===== config.mk =====
export PLATFORM = sky130hd
export DESIGN_NAME = mips_pc_trace
export DESIGN_NICKNAME = d
export VERILOG_FILES = /design/src/rtl/mips_trace_pkg.sv /design/src/rtl/mips_trace_fifo.sv /design/src/rtl/mips_pc_trace.sv
export SDC_FILE = /design/constraint.sdc
export NUM_CORES = 1
export LEC_CHECK = 0
export CELL_PAD_IN_SITES_DETAIL_PLACEMENT = 1
export CELL_PAD_IN_SITES_GLOBAL_PLACEMENT = 1
export CORE_MARGIN = 2
export CORE_UTILIZATION = 50
export CTS_CLUSTER_SIZE = 25
export DETAILED_ROUTE_END_ITERATION = 16
export DONT_BUFFER_PORTS = 1
export PLACE_DENSITY_LB_ADDON = 0.1
export SYNTH_ARGS = -nofsm -noshare
export SYNTH_HDL_FRONTEND = slang
export SYNTH_SLANG_ARGS = --single-unit

===== constraint.sdc =====
create_clock -name clk -period 3.6 [get_ports clk]
set_input_delay 1.08 -clock clk [delete_from_list [all_inputs] [get_ports clk]]
set_output_delay 1.08 -clock clk [all_outputs]
set_load 0.02 [all_outputs]

===== src/rtl/mips_trace_pkg.sv =====
// Shared types and helpers for the MIPS PC trace capture unit.
package mips_trace_pkg;

  localparam int DROP_W = 16;

  // Channel-index width: at least one bit even for a single channel.
  function automatic int ch_w_f(input int num_ch);
    return (num_ch <= 2) ? 1 : $clog2(num_ch);
  endfunction

  function automatic logic [DROP_W-1:0] sat_inc(input logic [DROP_W-1:0] v);
    return (&v) ? v : v + 1'b1;
  endfunction

  // Entry layout for the default configuration (32-bit data, 2 channels, 16-bit ts).
  typedef struct packed {
    logic [31:0] data;
    logic [0:0]  ch;
    logic [15:0] ts;
  } trace_entry_t;

endpackage


===== src/rtl/mips_trace_fifo.sv =====
// Synchronous FIFO with occupancy count and synchronous flush.
module mips_trace_fifo #(
  parameter int WIDTH = 8,
  parameter int DEPTH = 16
) (
  input  logic                     clk,
  input  logic                     rst_n,
  input  logic                     clear,
  input  logic                     push,
  input  logic                     pop,
  input  logic [WIDTH-1:0]         din,
  output logic [WIDTH-1:0]         dout,
  output logic                     full,
  output logic                     empty,
  output logic [$clog2(DEPTH):0]   count
);

  localparam int PTR_W = $clog2(DEPTH);
  localparam int CNT_W = PTR_W + 1;

  logic [WIDTH-1:0] r_mem [DEPTH];
  logic [PTR_W-1:0] r_wr_ptr;
  logic [PTR_W-1:0] r_rd_ptr;
  logic [CNT_W-1:0] r_count;
  logic             w_do_push;
  logic             w_do_pop;

  assign empty     = (r_count == '0);
  assign full      = (r_count == CNT_W'(DEPTH));
  assign w_do_pop  = pop && !empty;
  assign w_do_push = push && (!full || w_do_pop);
  assign dout      = r_mem[r_rd_ptr];
  assign count     = r_count;

  always_ff @(posedge clk) begin
    if (w_do_push && !clear) r_mem[r_wr_ptr] <= din;
  end

  // Pointers wrap naturally because DEPTH is a power of two.
  always_ff @(posedge clk or negedge rst_n) begin
    if (!rst_n) begin
      r_wr_ptr <= '0;
      r_rd_ptr <= '0;
      r_count  <= '0;
    end else if (clear) begin
      r_wr_ptr <= '0;
      r_rd_ptr <= '0;
      r_count  <= '0;
    end else begin
      if (w_do_push) r_wr_ptr <= r_wr_ptr + 1'b1;
      if (w_do_pop)  r_rd_ptr <= r_rd_ptr + 1'b1;
      case ({w_do_push, w_do_pop})
        2'b10:   r_count <= r_count + 1'b1;
        2'b01:   r_count <= r_count - 1'b1;
        default: r_count <= r_count;
      endcase
    end
  end

endmodule


===== src/rtl/mips_pc_trace.sv =====
// Execution-trace capture: PC watch comparators, timestamp, drop accounting.
// Optional macro MIPS_TRACE_DEDUP_EN suppresses repeat hits on a held PC.
module mips_pc_trace
  import mips_trace_pkg::*;
#(
  parameter int DATA_W = 32,
  parameter int ADDR_W = 32,
  parameter int NUM_CH = 2,
  parameter int DEPTH  = 16,
  parameter int TS_W   = 16,
  localparam int CH_W  = ch_w_f(NUM_CH)
) (
  input  logic                     clk,
  input  logic                     rst_n,
  input  logic                     clear,
  input  logic                     enable,
  input  logic [ADDR_W-1:0]        pc_in,
  input  logic [DATA_W-1:0]        result_in,
  input  logic [NUM_CH*ADDR_W-1:0] watch_pc,
  input  logic [NUM_CH-1:0]        watch_en,
  output logic                     out_valid,
  input  logic                     out_ready,
  output logic [DATA_W-1:0]        out_data,
  output logic [CH_W-1:0]          out_ch,
  output logic [TS_W-1:0]          out_ts,
  output logic [$clog2(DEPTH):0]   fifo_count,
  output logic                     overflow,
  output logic [DROP_W-1:0]        drop_count
);

  typedef struct packed {
    logic [DATA_W-1:0] data;
    logic [CH_W-1:0]   ch;
    logic [TS_W-1:0]   ts;
  } entry_t;

  localparam int ENTRY_W = $bits(entry_t);

  logic [NUM_CH-1:0] w_hit_vec;
  logic              w_any;
  logic [CH_W-1:0]   w_ch;
  logic              w_dup;
  logic              w_hit;
  logic              w_full;
  logic              w_empty;
  logic              w_pop;
  logic              w_push;
  logic              w_drop;
  entry_t            w_din;
  entry_t            w_dout;
  logic [TS_W-1:0]   r_ts;
  logic              r_overflow;
  logic [DROP_W-1:0] r_drop_count;

  always_comb begin
    for (int k = 0; k < NUM_CH; k++) begin
      w_hit_vec[k] = watch_en[k] && (pc_in == watch_pc[k*ADDR_W +: ADDR_W]);
    end
  end

  // Scan from the top so the lowest hitting channel is the last to assign.
  always_comb begin
    w_any = 1'b0;
    w_ch  = '0;
    for (int k = NUM_CH - 1; k >= 0; k--) begin
      if (w_hit_vec[k]) begin
        w_any = 1'b1;
        w_ch  = CH_W'(k);
      end
    end
  end

`ifdef MIPS_TRACE_DEDUP_EN
  logic [ADDR_W-1:0] r_prev_pc;
  logic              r_prev_vld;

  always_ff @(posedge clk or negedge rst_n) begin
    if (!rst_n) begin
      r_prev_pc  <= '0;
      r_prev_vld <= 1'b0;
    end else if (clear) begin
      r_prev_pc  <= '0;
      r_prev_vld <= 1'b0;
    end else begin
      r_prev_pc  <= pc_in;
      r_prev_vld <= 1'b1;
    end
  end

  assign w_dup = r_prev_vld && (pc_in == r_prev_pc);
`else
  assign w_dup = 1'b0;
`endif

  assign w_hit  = enable && w_any && !w_dup;
  assign w_pop  = !w_empty && out_ready;
  assign w_push = w_hit && (!w_full || w_pop);
  assign w_drop = w_hit && w_full && !w_pop;

  assign w_din = '{data: result_in, ch: w_ch, ts: r_ts};

  mips_trace_fifo #(
    .WIDTH (ENTRY_W),
    .DEPTH (DEPTH)
  ) u_fifo (
    .clk   (clk),
    .rst_n (rst_n),
    .clear (clear),
    .push  (w_push),
    .pop   (w_pop),
    .din   (w_din),
    .dout  (w_dout),
    .full  (w_full),
    .empty (w_empty),
    .count (fifo_count)
  );

  always_ff @(posedge clk or negedge rst_n) begin
    if (!rst_n) begin
      r_ts         <= '0;
      r_overflow   <= 1'b0;
      r_drop_count <= '0;
    end else if (clear) begin
      r_ts         <= '0;
      r_overflow   <= 1'b0;
      r_drop_count <= '0;
    end else begin
      r_ts <= r_ts + 1'b1;
      if (w_drop) begin
        r_overflow   <= 1'b1;
        r_drop_count <= sat_inc(r_drop_count);
      end
    end
  end

  // Head fields read as zero whenever nothing is presented.
  assign out_valid  = !w_empty;
  assign out_data   = out_valid ? w_dout.data : '0;
  assign out_ch     = out_valid ? w_dout.ch   : '0;
  assign out_ts     = out_valid ? w_dout.ts   : '0;
  assign overflow   = r_overflow;
  assign drop_count = r_drop_count;

endmodule

==> impl_results.md <==
- Status: finished, violations left
- Violated checks: setup timing
- Final worst slack: -327 ps
- Antenna diodes: 0
- First element of the critical path: u_fifo.r_rd_ptr[0]$_DFFE_PN0P_
- H-Tree Depth: 3
- Max cap viols: 0
- Worst path bufs/invs: 2
- Clk buf depth: 3
- Synth warn: 0
- Crit-path max cell delay: 530 ps
- Nets: roughly 1800
- Sequential power share: between 40% and 50%
- CP delay by family, top: multiplexers
- Crit path capture type: output port
- Crit Path Class: flip-flop to output port
- Post-synth EDFFs: 784
- Post-CTS Hold Buffers: 0
- RSZ-0062 raised after global routing: true
- Total number of placement rows: between 90 and 100
- Mean post-synth cell area: roughly 22 µm²
- Arrival @ worst endpoint: approximately 2900 ps
- Final ANT Viol Nets: 0
- Critical Path Most Common Cell: mux4_2
- Peak Freq: roughly 0.25 GHz
- Slew of the pin with the lowest slew margin: 1150 ps
- Total Power: 23100 µW
- # IOs: 207
- Gate power share: 18.1%
- First-pass GRT wire length: 117 mm
- Worst Path Required: approximately 2500 ps
- Register area share after synthesis: between 70% and 80%
- Internal power: about 18000 µW
- Core area: 65600 µm²
- Clock period minus worst slack: 3930 ps
- Slew headroom: about a quarter
- Wirelength per Cell: 30.3 µm
- Setup slack at placement: -104 ps
- Layout Area Growth over Synthesis: 17.7%
- Die width: between 200 and 300 µm
- Number of port buffers: 0
- Sw frac: approximately a quarter
- Clock Power Share: a little over a third
- 1st-iter DRT viols: between 1000 and 1500
- Power Density: 593 nW/µm²
- CTS Sinks: 830
- CTS tree: done
- Net Sw Power: ~5600 µW
- RR Startpoint: u_fifo.count[1]$_DFFE_PN0P_
- CP max-delay cell: mux4_2
- Worst Skew: approximately 17 ps
- Final wirelength: about 80 mm
- GR Util All Layers: 23.8%
- Pins Over Slew Limit: 0
- Syn Inst Count: roughly 1500
- Async set-reset flop share out of synthesis: 5.54%
- CTS clk-pin slew, worst paths: around 60 ps
- DR DRC count: 0
- Fill count: between 5000 and 6000
- Tcrit/Tclk final: 109%
- Register bit count reported by yosys: 830
- CTS Root Cell: clkbuf_16
- Final setup viols: 49
- Post-DP HPWL: ~48 mm
- Total Die Area: slightly below 70000 µm²
- CP max FO: 11
- Cell leakage power: approximately 0.012 µW
- Final hold vios: 0
- Initial Util: between 50% and 60%
- Pre-antenna DRT Iters: 5
- Pin count of the biggest net entering global routing: 57
- Synthesized net count: between 1500 and 2000
- Most used DFF post-synth: edfxtp_1
- Yosys cell types: 47
- DR vias: 16200
- Worst vdd rail ir drop: ~360 µV
- Die height: 261 µm
- Antenna violations before repair: 1
- Clock latency on the worst-skew pair: about 640 ps
- Layout cells sized above 1: between 30% and 40%
- GRT overflow: 0
- GPL Wtd Cong: 0.826
- CTS buffer count: between 80 and 90
- Vias per cell: between 6 and 7
- CP cell instances: buf_12, bufbuf_16, mux4_2, mux4_2, and2_1
- Startpoint Class: flip-flop
- Class of the worst hold path: input pin to asynchronous set/reset pin
- Mapped cell area: 33100 µm²
- Vias in the first global route: 17600
- Final setup TNS: -13070 ps
-- kinds of logic after synthesis --
group | synth area share (%)
AO/OA/AOI/OAI | 0.816
buffers and inverters | 1.02
multiplexers | 17.1
adder cells (fa/ha/maj) | 0.438
XOR/XNOR | 2.14
flip-flops | 74.6
AND/OR/NAND/NOR | 3.92
-- power groups by stage --
stage	Sequential (µW)	Clock (µW)	Combinational (µW)
finish	10600	8360	4180
global route	10600	8860	4440
CTS	10600	8520	4040
detailed placement	10800	0	3510
global placement	10800	0	3480
floorplan	10800	0	2580
-- state kept, by name, summed over array words and instances, names as in the netlist --
| signal | flops |
|---|---|
| drop_count | 16 |
| u_fifo.r_wr_ptr | 4 |
| overflow | 1 |
| u_fifo.r_mem | 784 |
| r_ts | 16 |
| u_fifo.count | 5 |
| u_fifo.r_rd_ptr | 4 |
-- path summary, 6_finish.rpt --
path,to,slack (ps),depth (start not counted)
min,r_ts[5]$_DFF_PN0_,130,0
max reg2reg,u_fifo.count[4]$_DFFE_PN0P_,550,11
max in group asynchronous,u_fifo.r_rd_ptr[3]$_DFFE_PN0P_,3340,0
max,out_data[26],-330,5
min in group clk,u_fifo.r_rd_ptr[1]$_DFFE_PN0P_,510,1
min reg2reg,u_fifo.r_wr_ptr[3]$_DFFE_PN0P_,590,2
-- synth_stat cells, types with 2 or more instances --
library cell | count | area, µm²
edfxtp_1 | 784 | 23500
mux4_2 | 245 | 5520
xor2_1 | 70 | 613
and2_1 | 54 | 338
clkbuf_1 | 51 | 191
dfrtp_1 | 46 | 1150
nor2_1 | 38 | 143
nor4_1 | 28 | 175
a21oi_1 | 18 | 90.1
buf_1 | 17 | 63.8
nand3_1 | 15 | 75.1
nand4_1 | 15 | 93.8
inv_1 | 14 | 52.6
o21ai_0 | 14 | 70.1
or3_1 | 14 | 87.6
and3_1 | 13 | 81.3
nand2_1 | 12 | 45.0
nor2b_1 | 12 | 75.1
xnor2_1 | 11 | 96.3
ha_1 | 10 | 125
nor3_1 | 10 | 50.1
mux2_2 | 7 | 78.8
mux2i_1 | 4 | 40.0
buf_2 | 3 | 15.0
nand4b_1 | 3 | 26.3
a21o_1 | 2 | 15.0
nand3b_1 | 2 | 15.0
nor4b_1 | 2 | 17.5
o21bai_1 | 2 | 15.0
or4_1 | 2 | 15.0
-- final cells by class --
class                   count  area [µm²]  share of cell area [%]
clock inverters            44         352                   0.902
clock buffers             111        2280                    5.84
flip-flops and latches    830       24700                    63.4
inverters                  15        56.3                   0.144
multi-input cells         618        8190                    21.0
repair buffers            145        2310                    5.94
well taps                 864        1080                    2.77
-- cells in the final DEF (no fill, tap or decap), types with 22 or more instances in the layout --
| cell | synthesis | layout |
|---|---|---|
| edfxtp_1 | 784 | 784 |
| mux4_2 | 245 | 245 |
| clkbuf_16 | 0 | 90 |
| xor2_1 | 70 | 70 |
| buf_12 | 0 | 70 |
| buf_4 | 0 | 52 |
| dfrtp_1 | 46 | 42 |
| nor2_1 | 38 | 38 |
| and2_1 | 54 | 31 |
| nor4_1 | 28 | 28 |
| and2_4 | 1 | 23 |
| clkbuf_1 | 51 | 22 |
-- metrics by stage --
stage | std cells | cell area (µm²) | hold slack (ps) | util [%]
6_report | 2627 | 39000 | 129 | 59.4
5_1_grt | 2627 | 39000 | 109 | 59.4
4_1_cts | 2618 | 38800 | 103 | 59.1
2_1_floorplan | 1535 | 33200 | 533 | -
3_5_place_dp | 2444 | 35700 | 574 | 54.4
3_3_place_gp | 2444 | 35700 | 554 | 54.4
-- routing by layer --
| metal | vias to the layer above | wire length [µm] | GRT usage [%] | part of all wire (%) |
|---|---|---|---|---|
| met4 | 0 | 1410 | 6.74 | 1.8 |
| met5 | - | 0 | 0 | 0 |
| met2 | 491 | 40300 | 39.2 | 51 |
| met1 | 8837 | 33700 | 33.3 | 42 |
| met3 | 106 | 4090 | 3.85 | 5.1 |
| li1 | 6725 | - | - | - |
-- timing repair --
action | 4_1_cts | 5_1_grt
endpoints found under the hold margin | 0 | 0
setup buffers | 12 | 5
endpoints found under the setup margin | 49 | 49
cloned | 7 | 5
resized for setup | 48 | 15
No activity file was read; power rests on OpenSTA's default activity.
==> patch (same settings) <==
Register the output `fifo_count`, cleared by the reset; this adds one clock of latency there. The other outputs are not delayed to match.
--- a/src/rtl/mips_pc_trace.sv
+++ b/src/rtl/mips_pc_trace.sv
@@ -36,4 +36,6 @@
 
   localparam int ENTRY_W = $bits(entry_t);
+
+  logic [$clog2(DEPTH):0] fifo_count_d;
 
   logic [NUM_CH-1:0] w_hit_vec;
@@ -113,5 +115,5 @@
     .full  (w_full),
     .empty (w_empty),
-    .count (fifo_count)
+    .count (fifo_count_d)
   );
 
@@ -142,3 +144,11 @@
   assign drop_count = r_drop_count;
 
+  always_ff @(posedge clk or negedge rst_n) begin
+    if (!rst_n) begin
+      fifo_count <= '0;
+    end else begin
+      fifo_count <= fifo_count_d;
+    end
+  end
+
 endmodule
Formal check against the unedited RTL: not equivalent (Yosys sat finds a counterexample within 4 cycles, from zero or initial values and one cycle with rst_n low).
==> patch against the original RTL <==
The run still ends with negative setup slack left. Sequential cell count rose by 5. Non-clock buffer count decreased by 5. Routed wire length grew 0.68%. Setup slack worse by 0.027 ns. Area after synthesis grew 0.37%. Cell area up 1.0%. Power rose by 2.9%. Count of clock-buffer cells in the layout is 8 lower. Critical path type unchanged.
==> patch: results (changes against the original RTL) <==
{
  "maximum_ir_drop_on_the_vdd_rail": {"value": 0.3549, "unit": "mV", "change": "was 0.3644 mV"},
  "final.setup.worst_slack": {"value": -0.3538, "unit": "ns", "change": "was -0.3266 ns"},
  "synth_area_per_cell": {"value": 21.50, "unit": "um2", "change": "was 21.56 um2"},
  "setup_violations": {"value": 49, "change": "unchanged"},
  "first_global_vias": {"value": 17520, "change": "was 17600"},
  "clock-skew-final": {"value": 0.01582, "unit": "ns", "change": "was 0.01732 ns"},
  "cpPeakStageDelay": {"value": 0.57, "unit": "ns", "change": "was 0.53 ns"},
  "grt_first_pass_wirelength": {"value": 118400, "unit": "um", "change": "was 116800 um"},
  "place.detailed.instances": {"value": 2442, "change": "was 2444"},
  "violations_in_the_final_reports": {"value": "negative setup slack", "change": "unchanged"},
  "critPathMaxFanout": {"value": 6, "change": "was 11"},
  "syn_nets": {"value": 1691, "change": "was 1681"},
  "vias_per_cell": {"value": 6.101, "change": "was 6.151"},
  "hold-worst-slack": {"value": 0.1333, "unit": "ns", "change": "was 0.1292 ns"},
  "finalWirelength": {"value": 80090, "unit": "um", "change": "was 79550 um"},
  "cell_types_with_the_largest_area_share_after_synthesis": {"value": "sky130_fd_sc_hd__edfxtp_1 71%, sky130_fd_sc_hd__mux4_2 17%, sky130_fd_sc_hd__dfrtp_1 3.8%, sky130_fd_sc_hd__xor2_1 1.8%, sky130_fd_sc_hd__and2_1 0.92%", "change": "was sky130_fd_sc_hd__edfxtp_1 71%, sky130_fd_sc_hd__mux4_2 17%, sky130_fd_sc_hd__dfrtp_1 3.5%, sky130_fd_sc_hd__xor2_1 1.9%, sky130_fd_sc_hd__and2_1 1.0%"},
  "async_reset_ff_share": {"value": 6.108, "unit": "%", "change": "was 5.542%"},
  "final_net_count": {"value": 1844, "change": "was 1841"},
  "post_route_cells_drive_above_1_share": {"value": 32.80, "unit": "%", "change": "was 32.05%"},
  "outcome": {"value": "finished with violations", "change": "unchanged"},
  "drt_iter0_drc": {"value": 1388, "change": "was 1281"},
  "synth_top_cells_by_count": {"value": "784 x sky130_fd_sc_hd__edfxtp_1, 245 x sky130_fd_sc_hd__mux4_2, 69 x sky130_fd_sc_hd__xor2_1", "change": "was 784 x sky130_fd_sc_hd__edfxtp_1, 245 x sky130_fd_sc_hd__mux4_2, 70 x sky130_fd_sc_hd__xor2_1"},
  "antenna_found_initial": {"value": 0, "change": "was 1"},
  "synth_sequential_area_ratio": {"value": 74.70, "unit": "%", "change": "was 74.60%"},
  "placement.setup.worst_slack": {"value": -0.1276, "unit": "ns", "change": "was -0.1041 ns"},
  "grt.total_usage": {"value": 24.20, "unit": "%", "change": "was 23.76%"},
  "gp_congestion": {"value": 0.7955, "change": "was 0.8262"},
  "power.leakage": {"value": 12.40, "unit": "nW", "change": "was 12.29 nW"},
  "yosys.cell_types.count": {"value": 48, "change": "was 47"}
}
==> patch: cell count changes in the layout (fill, tap and decap cells not counted), moves of 5 or more <==
cell,unedited run,this run
sky130_fd_sc_hd__clkinv_2,18,11
sky130_fd_sc_hd__and2_4,23,47
sky130_fd_sc_hd__and2_1,31,3
sky130_fd_sc_hd__clkinv_1,13,26
sky130_fd_sc_hd__buf_16,10,20
sky130_fd_sc_hd__buf_8,1,6
sky130_fd_sc_hd__dfrtp_1,42,47
sky130_fd_sc_hd__clkbuf_1,22,16
sky130_fd_sc_hd__buf_4,52,37
==> patch: area by class of cell <==
class / count / area, um2
timing repair buffer: 140 / 2452
tap: 864 / 1081
inverter: 11 / 41.29
fill: 5338 / 26370
multi-input combinational: 625 / 8275
clock inverter: 51 / 459.2
clock buffer: 103 / 2237
sequential: 835 / 24830
==> patch: path summary, 6_finish.rpt <==
kind	from	endpoint	depth (start not counted)
min in group clk	u_fifo.count[2]	fifo_count[2]	0
worst min-delay path	rst_n	drop_count[14]	0
worst max register to register	u_fifo.count[1]	u_fifo.count[4]	10
worst min register to register	u_fifo.count[2]	fifo_count[2]	0
worst max-delay path	u_fifo.r_rd_ptr[0]	out_ts[14]	6
max in group asynchronous	rst_n	u_fifo.r_rd_ptr[1]	0
==> patch: logic make-up after synthesis <==
family | share of synthesized area [%]
buffers and inverters | 0.9942
XOR/XNOR | 2.083
multiplexers | 16.87
AO/OA/AOI/OAI | 0.8775
AND/OR/NAND/NOR | 4.041
adder cells (fa/ha/maj) | 0.4368
flip-flops | 74.70
==> patch: critical path, delay by kind of cell, from the launching register on <==
family | cells | cell delay [ns]
buf+inv | 3 | 0.43
flops | 1 | 0.49
mux | 2 | 1.09
simple gates | 1 | 0.22
==> patch: stage by stage <==
stage	area [um2]	TNS [ns]
CTS	39350	-15.79
detailed placement	35810	-21.15
finish	39380	-13.22
global placement	35810	-15.91
floorplan	33290	-47.72
global route	39380	-15.65
==> patch: metal layers <==
metal  track usage [%]  wire length, um
met4             6.455             1519
met5                 0                0
met1             32.96            32890
met3             3.646             4038
met2             41.28            41630
==> patch: timing repair <==
| item | 4_1_cts | 5_1_grt |
|---|---|---|
| hold buffers | 0 | 0 |
| buffers inserted | 18 | 4 |
| gates resized for setup | 115 | 24 |
| setup endpoints to repair | 49 | 49 |
| gates cloned | 14 | 2 |
==> patch: power groups by stage <==
stage	logic (mW)	clock network, mW	registers (mW)
after global placement	3.43	0	10.9
after global routing	4.81	9.08	10.7
after CTS	4.57	8.74	10.7
after floorplan	2.56	0	10.8
final	4.54	8.59	10.7
after detailed placement	3.45	0	10.9
